===== config.mk =====
export PLATFORM = sky130hd
export DESIGN_NAME = fetch_unit
export DESIGN_NICKNAME = d
export VERILOG_FILES = /design/src/rtl/fetch_pkg.sv /design/src/rtl/fetch_queue.sv /design/src/rtl/fetch_unit.sv
export SDC_FILE = /design/constraint.sdc
export NUM_CORES = 1
export LEC_CHECK = 0
export CAP_MARGIN = 15
export CORE_MARGIN = 3
export CORE_UTILIZATION = 45
export CTS_CLUSTER_DIAMETER = 60
export CTS_CLUSTER_SIZE = 30
export DETAILED_ROUTE_END_ITERATION = 10
export PLACE_DENSITY = 0.74
export SLEW_MARGIN = 10
export SYNTH_ARGS = -nofsm -noshare
export SYNTH_HDL_FRONTEND = slang
export SYNTH_SLANG_ARGS = --single-unit

===== constraint.sdc =====
create_clock -name clk -period 3.2 [get_ports clk]
set_clock_uncertainty 0.1 [all_clocks]
set_input_delay 0.64 -clock clk [delete_from_list [all_inputs] [get_ports clk]]
set_output_delay 0.64 -clock clk [all_outputs]
set_load 0.01 [all_outputs]

===== src/rtl/fetch_pkg.sv =====
// Shared defaults and FSM encoding for the instruction fetch unit.
package fetch_pkg;

  localparam int AW_DEFAULT     = 12;
  localparam int IW_DEFAULT     = 19;
  localparam int QDEPTH_DEFAULT = 2;

  typedef enum logic {
    FETCH   = 1'b0,
    DISCARD = 1'b1
  } fetch_state_t;

endpackage


===== src/rtl/fetch_queue.sv =====
// Small FIFO of {instruction, pc} pairs with flush; head is exposed combinationally.
module fetch_queue
  import fetch_pkg::*;
#(
  parameter int AW    = AW_DEFAULT,
  parameter int IW    = IW_DEFAULT,
  parameter int DEPTH = QDEPTH_DEFAULT
) (
  input  logic                     clk,
  input  logic                     rst,
  input  logic                     push,
  input  logic [IW-1:0]            push_inst,
  input  logic [AW-1:0]            push_pc,
  input  logic                     pop,
  input  logic                     flush,
  output logic [$clog2(DEPTH):0]   count,
  output logic [IW-1:0]            head_inst,
  output logic [AW-1:0]            head_pc
);

  localparam int PW = $clog2(DEPTH);
  localparam int CW = PW + 1;

  logic [IW-1:0] inst_mem [DEPTH];
  logic [AW-1:0] pc_mem   [DEPTH];
  logic [PW-1:0] wr_ptr;
  logic [PW-1:0] rd_ptr;
  logic          do_push;
  logic          do_pop;

  // Guards keep the pointers sane even if a caller pushes into a full queue.
  assign do_push = push && (count != CW'(DEPTH));
  assign do_pop  = pop && (count != '0);

  assign head_inst = inst_mem[rd_ptr];
  assign head_pc   = pc_mem[rd_ptr];

  always_ff @(posedge clk) begin
    if (do_push) begin
      inst_mem[wr_ptr] <= push_inst;
      pc_mem[wr_ptr]   <= push_pc;
    end
  end

  // Flush wins over push and pop: everything in flight is thrown away.
  always_ff @(posedge clk) begin
    if (rst || flush) begin
      wr_ptr <= '0;
      rd_ptr <= '0;
      count  <= '0;
    end else begin
      if (do_push) wr_ptr <= wr_ptr + 1'b1;
      if (do_pop)  rd_ptr <= rd_ptr + 1'b1;
      case ({do_push, do_pop})
        2'b10:   count <= count + 1'b1;
        2'b01:   count <= count - 1'b1;
        default: count <= count;
      endcase
    end
  end

endmodule


===== src/rtl/fetch_unit.sv =====
// Instruction fetch: drives a single-outstanding memory read and feeds decode
// through a small queue; redirects flush and may leave one stale read to drain.
module fetch_unit
  import fetch_pkg::*;
#(
  parameter int AW     = AW_DEFAULT,
  parameter int IW     = IW_DEFAULT,
  parameter int QDEPTH = QDEPTH_DEFAULT
) (
  input  logic                     clk,
  input  logic                     rst,
  input  logic                     redirect_valid,
  input  logic [AW-1:0]            redirect_addr,
  output logic                     mem_req,
  output logic [AW-1:0]            mem_addr,
  input  logic                     mem_ack,
  input  logic [IW-1:0]            mem_rdata,
  output logic                     inst_valid,
  output logic [IW-1:0]            inst,
  output logic [AW-1:0]            inst_pc,
  input  logic                     inst_ready,
  output logic                     dbg_state,
  output logic [$clog2(QDEPTH):0]  dbg_count
);

  // Handshakes: memory read completes in the cycle mem_req&mem_ack, and
  // mem_req/mem_addr do not change until then; decode takes the head in the
  // cycle inst_valid&inst_ready, and the head is stable until that cycle.

  localparam int CW = $clog2(QDEPTH) + 1;

  fetch_state_t   state;
  fetch_state_t   state_n;
  logic [AW-1:0]  fpc;
  logic [AW-1:0]  hold_addr;
  logic [CW-1:0]  count;
  logic           q_full;
  logic           push;
  logic           pop;

  assign q_full     = (count == CW'(QDEPTH));
  assign inst_valid = (count != '0);
  assign pop        = inst_valid && inst_ready;
  assign push       = (state == FETCH) && mem_req && mem_ack && !redirect_valid;
  assign dbg_state  = state;
  assign dbg_count  = count;

  always_comb begin
    mem_req  = 1'b0;
    mem_addr = fpc;
    state_n  = state;
    case (state)
      FETCH: begin
        mem_req = !q_full;
        if (redirect_valid && mem_req && !mem_ack) state_n = DISCARD;
      end
      DISCARD: begin
        // The abandoned read must finish at its original address.
        mem_req  = 1'b1;
        mem_addr = hold_addr;
        if (mem_ack) state_n = FETCH;
      end
      default: state_n = FETCH;
    endcase
  end

  always_ff @(posedge clk) begin
    if (rst) begin
      state     <= FETCH;
      fpc       <= '0;
      hold_addr <= '0;
    end else begin
      state <= state_n;
      if (state == FETCH && state_n == DISCARD) hold_addr <= fpc;
      if (redirect_valid)  fpc <= redirect_addr;
      else if (push)       fpc <= fpc + 1'b1;
    end
  end

  fetch_queue #(
    .AW    (AW),
    .IW    (IW),
    .DEPTH (QDEPTH)
  ) u_queue (
    .clk       (clk),
    .rst       (rst),
    .push      (push),
    .push_inst (mem_rdata),
    .push_pc   (fpc),
    .pop       (pop),
    .flush     (redirect_valid),
    .count     (count),
    .head_inst (inst),
    .head_pc   (inst_pc)
  );

endmodule


==> results by group <==
Min path
  – Hold path start: hold_addr[0]$_SDFFE_PP0P_
  – Tightest Hold Check Type: flip-flop to flip-flop

Die
  – Die height: ~100 microns
  – Num rows: 32
  – Die Footprint: 9460 sq um
  – Core box area: ~8000 sq um
  – Die width: between 90 and 100 microns
  – IO Pins: 84
  – Starting Density: roughly 48%

STA
  – Slew headroom: between 50% and 60%
  – Fin. Hold Viols: 0
  – Worst-Margin Slew: 0.715 ns
  – Maximum clock frequency: 0.365 GHz
  – Hold slack: 0.400 ns
  – Min Tclk post-route: 2.74 ns
  – Setup violators final: 0
  – TNS Setup: 0 ns
  – RSZ-0062 raised after global routing: no
  – Max Transition Viols Final: 0
  – Final Cycle Share: between 80% and 90%

Clock tree
  – CTS Root Cell: clkbuf_8
  – H-Tree Depth: 3
  – CTS resizes: 0
  – Post-CTS Hold Fix Bufs: 0
  – Deepest clock path buffer count: 2
  – Setup bufs post-CTS: 0
  – Clk slew on worst S/H paths: around 0.090 ns
  – Worst-Skew Late Latency: around 0.35 ns
  – CTS Sinks: around 90
  – Number of buffers created by CTS: 9
  – CTS tree: built

Synth
  – Yosys cell types: 34
  – Largest cells by area after synthesis: edfxtp_1 (50%), dfxtp_1 (16%), mux2_2 (13%)
  – Synth top area share: about half
  – Post-synth EDFFs: 62
  – Cell taking the most area after synthesis: edfxtp_1
  – #FFs+latches synth: 92
  – Synthesis warning total: 0
  – Sequential element share of the synthesized area: between 60 and 70%
  – Synthesized area: ~3700 sq um
  – Synth Net Count: 300
  – Mapped Cells: 262
  – Mean post-synth cell area: 14.3 sq um
  – Post-synth top flop: edfxtp_1
  – Synth async-reset ratio: 0%

Critical path
  – Crit path capture type: output pin
  – Startpoint type of the worst setup path: flip-flop
  – WS Path Type: flip-flop to output pin
  – CP Data Arrival Time: around 2.0 ns
  – WP data required: about 2.5 ns
  – Crit path from: u_queue.count[1]$_SDFFE_PP0P_
  – Crit-path max FO: 12
  – RR Startpoint: u_queue.count[1]$_SDFFE_PP0P_

Placed design
  – IO Port Bufs: between 80 and 90
  – Hpwl dp: around 4800 microns
  – RePlAce Congestion: 0.733

GRT
  – Vias in the first global route: 2290
  – GRT Residual Overflow: 0
  – Largest net degree at the start of global routing: 32
  – GRT Overall Usage: 15.9%
  – Number of antenna violations at the first check in global routing: 0
  – First-pass GRT wire length: 11900 microns

Power
  – Peak supply drop: 0.000238 V
  – Pleak: between 1.5 and 2 nW
  – Power per cell area: approximately 490 nW/um^2

Final layout
  – Commonest non-fill, non-tap cell in the layout: clkdlybuf4s50_1
  – Layout cell share with drive strength beyond 1: 19.7%
  – Post-layout nets: 383
  – Area grow syn2layout: 30.4%
  – Most frequent cells in the layout: clkdlybuf4s50_1 (83), edfxtp_1 (62), mux2_2 (44), dfxtp_1 (30), nor2_1 (27)
  – Sequential cell area: around 2500 sq um
  – N_diodes: 0
  – # fillers: approximately 630
  – Multi-input logic area: about 1200 sq um
  – Post-Route Utilization: around three fifths

Drt
  – Iteration-0 DRC Markers: 50
  – Drt via density: between 5 and 6
  – DRC: 0
  – First-pass detailed-route iteration total: 4
  – WL per Instance: between 15 and 20 microns
  – DR vias: between 2k and 2.5k
  – Post-Route WL: approximately 7000 microns
  – Antenna Nets Post-Route: 0

Run status
  – Outcome: complete, no violations

Flow run
  – Max-Cap Viols: 0
-- final timing paths --
check	endpoint	slack, ns	depth (start not counted)
worst max register to register	u_queue.count[1]$_SDFFE_PP0P_	0.93	7
worst min-delay path	hold_addr[0]$_SDFFE_PP0P_	0.40	2
worst min register to register	hold_addr[0]$_SDFFE_PP0P_	0.40	2
worst max-delay path	mem_req	0.46	3
-- registers in the layout (all words and copies together), names as in the netlist, named ones only --
| signal | flops |
|---|---|
| hold_addr | 12 |
| u_queue.rd_ptr | 1 |
| u_queue.count | 2 |
| u_queue.inst_mem | 38 |
| dbg_state | 1 |
| fpc | 12 |
| u_queue.wr_ptr | 1 |
| u_queue.pc_mem | 24 |
-- stage by stage --
| step | total power [mW] | instance area, sq um | worst slack (ns) | instances |
|---|---|---|---|---|
| 3_3_place_gp | 1.63 | 4690 | 0.501 | 436 |
| 3_5_place_dp | 1.63 | 4690 | 0.427 | 436 |
| 6_report | 2.38 | 4890 | 0.462 | 452 |
| 2_1_floorplan | 1.49 | 3750 | 0.0317 | 262 |
| 4_1_cts | 2.41 | 4890 | 0.422 | 452 |
| 5_1_grt | 2.49 | 4890 | 0.289 | 452 |
-- power by group --
| part | internal, mW | switching, mW |
|---|---|---|
| logic | 0.152 | 0.102 |
| clock network | 0.367 | 0.412 |
| registers | 1.31 | 0.0370 |
| total | 1.83 | 0.551 |
-- per-layer routing --
layer	wire length (microns)	track usage, %	vias up
li1	-	-	1136
met1	3350	21.7	1133
met2	3340	24.2	84
met3	445	5.17	4
met4	53	4.90	0
met5	0	0	-
-- kinds of logic (layout without fill, tap and decap cells) --
family                   after synthesis  in the layout  synth area share, %
AO/OA/AOI/OAI                         17             17                 3.34
XOR/XNOR                              12             12                 2.80
adder cells (fa/ha/maj)                2              2                0.667
buffers and inverters                 18            106                 2.27
flip-flops                            92             92                 65.7
multiplexers                          56             56                 16.4
AND/OR/NAND/NOR                       65             65                 8.84
-- cell type report --
class	instances	share of cell area [%]
sequential	92	50.4
multi-input combinational	152	24.7
timing repair buffer	89	18.2
tap	102	2.61
clock buffer	9	2.53
clock inverter	7	1.51
inverter	1	0.0768
-- synth_stat cells, types with 2 or more instances --
cell type,instances
a211oi_1,7
a311oi_1,4
and4_1,2
buf_1,3
buf_2,2
buf_6,2
clkbuf_1,10
dfxtp_1,30
edfxtp_1,62
ha_1,2
mux2_2,44
mux2i_1,12
nand2_1,5
nand3_1,4
nand4_1,2
nor2_1,28
nor3_1,7
nor4_1,3
nor4b_1,2
o21ai_0,4
or3_1,3
or4_1,2
xnor2_1,10
xor2_1,2
-- critical path, cell delays in order, from the launching register on --
cell and delay, ns:
dfxtp_1 0.39, nor2b_1 0.61, nand2b_1 0.14, clkdlybuf4s50_1 0.51
Note: power is estimated with default switching activity, not from simulation.
